`src/rtl/shift_sequencer_if.sv`:
```
// shift_sequencer_if: request/response bundle between the control unit and
// the multi-cycle shift sequencer.
//
//   start        control -> seq   request, sampled only while idle
//   op           control -> seq   00 sll, 01 srl, 10 sra, 11 treated as sll
//   input_a      control -> seq   operand (rt value)
//   shamt        control -> seq   shift amount 0..31
//   busy         seq -> control   high while shifting and in the done cycle
//   done         seq -> control   one-cycle pulse, shift_result valid
//   shift_result seq -> control   result register, held until next accept
//   stage_s      seq -> control   1-bit stage select, high on shifting cycles
//
// Modports: master = control unit side, slave = sequencer side.
interface shift_sequencer_if #(
    parameter int unsigned WIDTH = 32
);
    logic             start;
    logic [1:0]       op;
    logic [WIDTH-1:0] input_a;
    logic [4:0]       shamt;
    logic             busy;
    logic             done;
    logic [WIDTH-1:0] shift_result;
    logic             stage_s;

    modport master (
        output start, op, input_a, shamt,
        input  busy, done, shift_result, stage_s
    );

    modport slave (
        input  start, op, input_a, shamt,
        output busy, done, shift_result, stage_s
    );
endinterface

```
`src/rtl/shift_sequencer.sv`:
```
// shift_sequencer: executes sll/srl (and sra when enabled) by applying a
// single 1-bit shift stage to the result register once per clock.
//
// Ports:
//   clk    rising-edge clock
//   rst_n  asynchronous active-low reset; aborts any operation in flight
//   bus    shift_sequencer_if.slave (start/op/input_a/shamt in,
//          busy/done/shift_result/stage_s out)
//
// Configuration macro: SHIFT_SEQ_SRA_EN
//   defined   -> op 10 is an arithmetic right shift (sign fill)
//   undefined -> op 10 behaves as srl (zero fill), no sign-fill logic built
//
// Latency: shamt N >= 1 gives done N+1 cycles after accept; shamt 0 gives 1.
module shift_sequencer #(
    parameter int unsigned WIDTH = 32
) (
    input  logic             clk,
    input  logic             rst_n,
    shift_sequencer_if.slave bus
);

    typedef enum logic [1:0] {
        StIdle,
        StShift,
        StDone
    } state_e;

    state_e           state_q, state_d;
    logic [1:0]       op_q, op_d;
    logic [WIDTH-1:0] result_q, result_d;
    logic [4:0]       count_q, count_d;
    logic             busy_q, busy_d;
    logic             done_q, done_d;
    logic             stage_s_q, stage_s_d;

    logic [WIDTH-1:0] shifted;

    // One-bit shift stage; op 11 falls through to sll.
    always_comb begin
        shifted = {result_q[WIDTH-2:0], 1'b0};
        case (op_q)
            2'b01: shifted = {1'b0, result_q[WIDTH-1:1]};
`ifdef SHIFT_SEQ_SRA_EN
            2'b10: shifted = {result_q[WIDTH-1], result_q[WIDTH-1:1]};
`else
            2'b10: shifted = {1'b0, result_q[WIDTH-1:1]};
`endif
            default: shifted = {result_q[WIDTH-2:0], 1'b0};
        endcase
    end

    // Outputs are registered: their next values are decided alongside the
    // state transition so they line up with the state they describe.
    always_comb begin
        state_d   = state_q;
        op_d      = op_q;
        result_d  = result_q;
        count_d   = count_q;
        busy_d    = busy_q;
        done_d    = 1'b0;
        stage_s_d = 1'b0;

        case (state_q)
            StIdle: begin
                busy_d = 1'b0;
                if (bus.start) begin
                    op_d     = bus.op;
                    result_d = bus.input_a;
                    count_d  = bus.shamt;
                    busy_d   = 1'b1;
                    if (bus.shamt == 5'd0) begin
                        state_d = StDone;
                        done_d  = 1'b1;
                    end else begin
                        state_d   = StShift;
                        stage_s_d = 1'b1;
                    end
                end
            end
            StShift: begin
                result_d = shifted;
                count_d  = count_q - 5'd1;
                // Entered only with count >= 1, so this never wraps.
                if (count_q == 5'd1) begin
                    state_d = StDone;
                    done_d  = 1'b1;
                end else begin
                    stage_s_d = 1'b1;
                end
            end
            StDone: begin
                state_d = StIdle;
                busy_d  = 1'b0;
            end
            default: begin
                state_d = StIdle;
                busy_d  = 1'b0;
            end
        endcase
    end

    always_ff @(posedge clk or negedge rst_n) begin
        if (!rst_n) begin
            state_q   <= StIdle;
            op_q      <= 2'b00;
            result_q  <= '0;
            count_q   <= 5'd0;
            busy_q    <= 1'b0;
            done_q    <= 1'b0;
            stage_s_q <= 1'b0;
        end else begin
            state_q   <= state_d;
            op_q      <= op_d;
            result_q  <= result_d;
            count_q   <= count_d;
            busy_q    <= busy_d;
            done_q    <= done_d;
            stage_s_q <= stage_s_d;
        end
    end

    assign bus.busy         = busy_q;
    assign bus.done         = done_q;
    assign bus.shift_result = result_q;
    assign bus.stage_s      = stage_s_q;

endmodule

```
`src/flat_wrapper.sv`:
```
// flat-port wrapper written by rule: the top's interface ports become plain ports
module shift_sequencer_flat 
#(
    parameter int unsigned WIDTH = 32
)
  (clk, rst_n, bus_start, bus_op, bus_input_a, bus_shamt, bus_busy, bus_done, bus_shift_result, bus_stage_s);
  shift_sequencer_if #(.WIDTH(WIDTH)) bus_i ();
  input  logic clk;
  input  logic rst_n;
  input wire logic [$bits(bus_i.start)-1:0] bus_start;
  input wire logic [$bits(bus_i.op)-1:0] bus_op;
  input wire logic [$bits(bus_i.input_a)-1:0] bus_input_a;
  input wire logic [$bits(bus_i.shamt)-1:0] bus_shamt;
  output wire logic [$bits(bus_i.busy)-1:0] bus_busy;
  output wire logic [$bits(bus_i.done)-1:0] bus_done;
  output wire logic [$bits(bus_i.shift_result)-1:0] bus_shift_result;
  output wire logic [$bits(bus_i.stage_s)-1:0] bus_stage_s;
  assign bus_i.start = bus_start;
  assign bus_i.op = bus_op;
  assign bus_i.input_a = bus_input_a;
  assign bus_i.shamt = bus_shamt;
  assign bus_busy = bus_i.busy;
  assign bus_done = bus_i.done;
  assign bus_shift_result = bus_i.shift_result;
  assign bus_stage_s = bus_i.stage_s;
  shift_sequencer #(.WIDTH(WIDTH)) u_core (.clk(clk), .rst_n(rst_n), .bus(bus_i));
endmodule
```
`config.mk`:
```
export PLATFORM = sky130hd
export DESIGN_NAME = shift_sequencer_flat
export DESIGN_NICKNAME = d
export VERILOG_FILES = /design/src/rtl/shift_sequencer_if.sv /design/src/rtl/shift_sequencer.sv /design/src/flat_wrapper.sv
export SDC_FILE = /design/constraint.sdc
export NUM_CORES = 1
export LEC_CHECK = 0
export CAP_MARGIN = 5
export CELL_PAD_IN_SITES_DETAIL_PLACEMENT = 1
export CELL_PAD_IN_SITES_GLOBAL_PLACEMENT = 1
export CORE_UTILIZATION = 37
export CTS_BUF_LIST = sky130_fd_sc_hd__clkbuf_8
export DETAILED_ROUTE_END_ITERATION = 10
export PLACE_DENSITY = 0.9
export SKIP_LAST_GASP = 1
export SYNTH_ARGS = -nofsm -noshare
export SYNTH_HDL_FRONTEND = slang
export SYNTH_SLANG_ARGS = --single-unit
```
`constraint.sdc`:
```
create_clock -name clk -period 2 [get_ports clk]
set_input_delay 0.5 -clock clk [delete_from_list [all_inputs] [get_ports clk]]
set_output_delay 0.5 -clock clk [all_outputs]
set_load 0.05 [all_outputs]
```
## Word-level counts from Yosys, hierarchy flattened

Index checks and enable logic that the tools add are counted.

- Bits in registers: 44
- Bits in latches: 0
- Memory bits (writable): 0
- Bits in read-only memories: 0
- Bits of input ports: 42
- Logic and storage cells: 40
- Memories kept: 0

- $add $sub $neg: 1
- Multipliers: 0
- Divide/modulo/power cells: 0
- $lt $le $gt $ge: 0
- Equal/unequal tests: 6
- Shift operators: 0
- Mux-type cells: 19
- Bitwise gates (word level): 0
- Reduce and logical (&&, ||, !) cells: 7

Operator list:

| kind | number |
|---|---|
| $mux W32 | 2 |
| $pmux W32 S2 | 1 |
| $pmux W5 S2 | 1 |
| $mux W1 | 7 |
| $mux W2 | 3 |
| $pmux W1 S2 | 3 |
| $reduce_and A2 Y1 | 3 |
| $eq A5 B1 Y1 const B | 1 |
| $logic_not A5 Y1 | 1 |
| $mux W5 | 1 |
| $sub A5 B1 Y5 const B | 1 |
| $eq A2 B1 Y1 const B | 2 |
| $pmux W2 S2 | 1 |
| $eq A2 B2 Y1 const B | 1 |
| $logic_not A2 Y1 | 1 |
| $ne A2 B1 Y1 const B | 1 |
| $ne A2 B2 Y1 const B | 1 |
| $reduce_bool A2 Y1 | 1 |
| $reduce_or A2 Y1 | 1 |

## Longest topological paths before layout

- Depth in word-level cells: 4
- Mapped depth: 5
- Gate-level depth less buffers: 5

## Least setup slack after synthesis

Ideal clock, no wire load.

- Path type: input -> register
- Start point: input bus_shamt[2]
- End point: register u_core.done_q, in the netlist u_core.bus.done
- Setup time: 0.078 ns
- Data arrival time: 1.492 ns
- Slack: 0.431 ns
- Cell stages on the path: 3
- Buffers on the path: 0
- Cell sequence: or4_4 > or3b_1 > a21oi_1

- Longest elaborated chain between the ends: 4

RTL lines:

| item | RTL line | source |
|---|---|---|
| from (decl) | flat_wrapper.sv:13 | `input wire logic [$bits(bus_i.shamt)-1:0] bus_shamt;` |
| $logic_not A5 Y1 | shift_sequencer.sv:72 | `if (bus.shamt == 5'd0) begin` |
| $mux W1 | shift_sequencer.sv:72 |  |
| $mux W1 | shift_sequencer.sv:67 | `if (bus.start) begin` |
| $pmux W1 S2 | shift_sequencer.sv:64 | `case (state_q)` |
| net u_core.done_d | shift_sequencer.sv:34 | `logic done_q, done_d;` |
| to (signal assigned) | shift_sequencer.sv:118 | `done_q <= done_d;` |
| to (decl) | shift_sequencer.sv:34 |  |

The timed path passes the listed nets, and every way through them passes these cells.
A chain may end at the register's enable or synchronous reset.

## Final worst setup path

- Start point: register u_core.stage_s_q, in the netlist u_core.bus.stage_s
- End point: output bus_stage_s

RTL lines:

| item | RTL line | source |
|---|---|---|
| from (decl) | shift_sequencer.sv:35 | `logic stage_s_q, stage_s_d;` |
| from (signal assigned) | shift_sequencer.sv:119 | `stage_s_q <= stage_s_d;` |
| to (decl) | flat_wrapper.sv:17 | `output wire logic [$bits(bus_i.stage_s)-1:0] bus_stage_s;` |

No word-level cell between the ends.

==> flow_metrics.py <==
metrics = {
    "clocking": {
        "ctsHoldBuffers": 0,
        "numCtsBuffers": 5,
        "cts-root-buf": "clkbuf_8",
        "clkLatencyLatePin_ns": 0.30,
        "cts_tree": "done",
        "clk_pin_slew_ns": 0.08,
        "h-tree-depth": 2,
        "cts_max_path_buffers": 2,
        "cts.sinks": 44,
    },
    "routing": {
        "viasPerCell": 5.69,
        "drc": 18,
        "top_layer_used": "met4",
        "avgRoutedWirePerCell_um": 17.9,
        "drtIter0Drc": 117,
        "dr.pass1.iters": 7,
        "vias": 2309,
        "dr_wl_met3_um": 283,
        "ant_nets": 0,
        "wl_mm": 7.25,
        "wl_met1_mm": 3.38,
        "wl_met2_mm": 3.52,
    },
    "worst_setup_path": {
        "crit_type": "flip-flop to output port",
        "crit_chain": "clkdlybuf4s50_1",
        "critPathCaptureType": "output port",
        "slowest_delay_ns": 0.80,
        "slowest_stage": "clkdlybuf4s50_1",
        "cp.arrival_ns": 1.44,
        "critPathLaunchType": "flip-flop",
        "critPathTopFamily": "buffers and inverters",
        "r2r_setup_slack_ns": 0.31,
        "critical_path.max_fanout": 1,
        "path_buf_inv": 1,
        "cp.required_ns": 1.50,
    },
    "min_path": {
        "min_path_type": "primary input to asynchronous set/reset pin",
    },
    "final_layout": {
        "final_common_cell": "buf_4",
        "synthToLayoutAreaGrowth_pct": 38.0,
        "drive_gt1_share_pct": 19.5,
        "layout_common_cells": "buf_4 (48), dfrtp_1 (44), clkdlybuf4s50_1 (41)",
        "n_antenna_cell": 0,
        "final_util_pct": 53.8,
        "fillCellCount": 725,
        "fin_nets": 372,
    },
    "floorplanning": {
        "die_y_um": 84.5,
        "start_util_pct": 39.0,
        "die_area_mm2": 0.00713,
        "core-area_mm2": 0.00646,
        "std_cell_rows": 29,
        "io_pins": 77,
        "die_w_um": 84.5,
    },
    "sta": {
        "timing.fmax_mhz": 516,
        "relSlewSlack_pct": 61.0,
        "setup_violations": 0,
        "hold_violations": 0,
        "drv_slew": 0,
        "tns_ns": 0,
        "worst_slew_pin_slew_ns": 0.585,
        "fin_skew_ns": 0.00639,
        "fin_crit_ns": 1.94,
        "min_period_over_period_pct": 97.0,
        "rsz0062_at_grt": "false",
    },
    "placed_design": {
        "globalplace.congestion": 0.804,
        "io_buffers": 76,
        "dp_hpwl_mm": 5.17,
    },
    "logic_synthesis": {
        "ys_ff_latch": 44,
        "async_flop_share_pct": 100,
        "synth_nets": 293,
        "synth-seq-area-share_pct": 43.8,
        "synth_ff_type": "dfrtp_1",
        "yosysWarnings": 0,
        "synth_edf_count": 0,
        "ys_types": 33,
        "syn_avg_cell_area_um2": 10.1,
        "syn_inst": 249,
        "synth_area_mm2": 0.00252,
    },
    "power_and_ir_drop": {
        "p_leak_nw": 1.57,
        "power.density_mw_per_mm2": 1900,
        "ir_worst_vdd_mv": 1.03,
        "p_total_mw": 6.58,
    },
    "global_routing": {
        "track_usage_pct": 21.0,
        "antenna_found_initial": 0,
        "overflow": 0,
        "grt_pass1_vias": 2311,
        "grt_pass1_wl_mm": 11.9,
        "grt_start_max_net_pins": 45,
    },
    "outcome": {
        "violations": "design-rule violations",
        "status": "finished with violations",
    },
    "run": {
        "max_cap_violations": 0,
    },
}
==> kinds of logic after synthesis <==
logic type                 after synthesis  share of synthesized area (%)
AOI/OAI and AO/OA                       86                           18.7
xor gates and xnor gates                 1                          0.348
adders and majority gates                2                          0.994
buffers and inverters                   28                           4.87
DFF                                     44                           43.8
muxes                                   34                           13.7
and+or+nand+nor                         54                           17.6
==> worst register-to-register path, cell delays in order, from the launching register on <==
cell,delay [ns]
dfrtp_1,0.41
inv_1,0.11
ha_1,0.20
nor3b_1,0.21
mux2_2,0.35
a221o_1,0.29
==> final timing paths <==
kind / from / endpoint / cells after the start
setup / recovery: u_core.bus.stage_s / bus_stage_s / 1
setup reg to reg: u_core.count_q[1] / u_core.count_q[4] / 5
hold reg to reg: u_core.bus.busy / u_core.bus.busy / 2
min in group clk: u_core.bus.busy / u_core.bus.busy / 2
max in group asynchronous: rst_n / u_core.bus.shift_result[2] / 2
hold / removal: rst_n / u_core.count_q[2] / 2
==> what timing repair did <==
item,CTS,global route
buffers inserted,0,0
endpoints found under the setup margin,0,2
gates resized for setup,0,2
endpoints found under the hold margin,0,0
==> routing by layer <==
layer,global-route usage [%],up-vias
met2,33.9,50
met5,0,-
met1,29.7,1157
met3,3.34,7
li1,-,1095
met4,5.08,0
==> sequential cells by signal (all words and copies together), names as in the netlist <==
signal,flops
u_core.op_q,2
u_core.bus.stage_s,1
u_core.bus.done,1
u_core.bus.busy,1
u_core.count_q,5
u_core.bus.shift_result,32
u_core.state_q,2
==> cell type report <==
type	instances	area, µm²	area share, %
flip-flops and latches	44	1100	31.7
inverters	6	22.5	0.649
clock buffers	5	68.8	1.98
repair buffers	94	841	24.2
well taps	77	96.3	2.77
clock inverters	3	38.8	1.12
multi-input cells	177	1300	37.5
==> per-stage QoR <==
step / worst slack, ns / cell area (µm²) / hold WS (ns) / std cells
final: 0.0609 / 3470 / 0.271 / 406
after global routing: 0.0281 / 3470 / 0.301 / 406
after CTS: 0.0267 / 3470 / 0.290 / 406
after detailed placement: -0.0914 / 3360 / 0.521 / 398
after global placement: -0.0769 / 3360 / 0.522 / 398
after floorplan: 0.431 / 2520 / 0.204 / 249
==> synth_stat cells, types with 2 or more instances <==
cell type | count | area share (%)
a21oi_1 | 40 | 8.0
a221oi_1 | 3 | 1.0
buf_2 | 2 | 0.40
buf_4 | 4 | 1.2
clkbuf_1 | 16 | 2.4
dfrtp_1 | 44 | 44
ha_1 | 2 | 0.99
inv_1 | 5 | 0.75
mux2_2 | 3 | 1.3
mux2i_1 | 31 | 12
nand2b_1 | 4 | 0.99
nand3b_1 | 2 | 0.60
nor2_1 | 5 | 0.75
nor2b_1 | 5 | 1.2
nor3_1 | 2 | 0.40
nor3b_1 | 2 | 0.60
nor4bb_1 | 29 | 12
o211ai_1 | 2 | 0.60
o21ai_0 | 31 | 6.2
o22ai_1 | 4 | 0.99
==> report_power, final <==
part | internal, mW | switching, mW | total (mW)
Clock | 0.366 | 0.308 | 0.674
Sequential | 1.33 | 0.490 | 1.82
Combinational | 1.56 | 2.52 | 4.09
(Power assumes the default switching activity.)
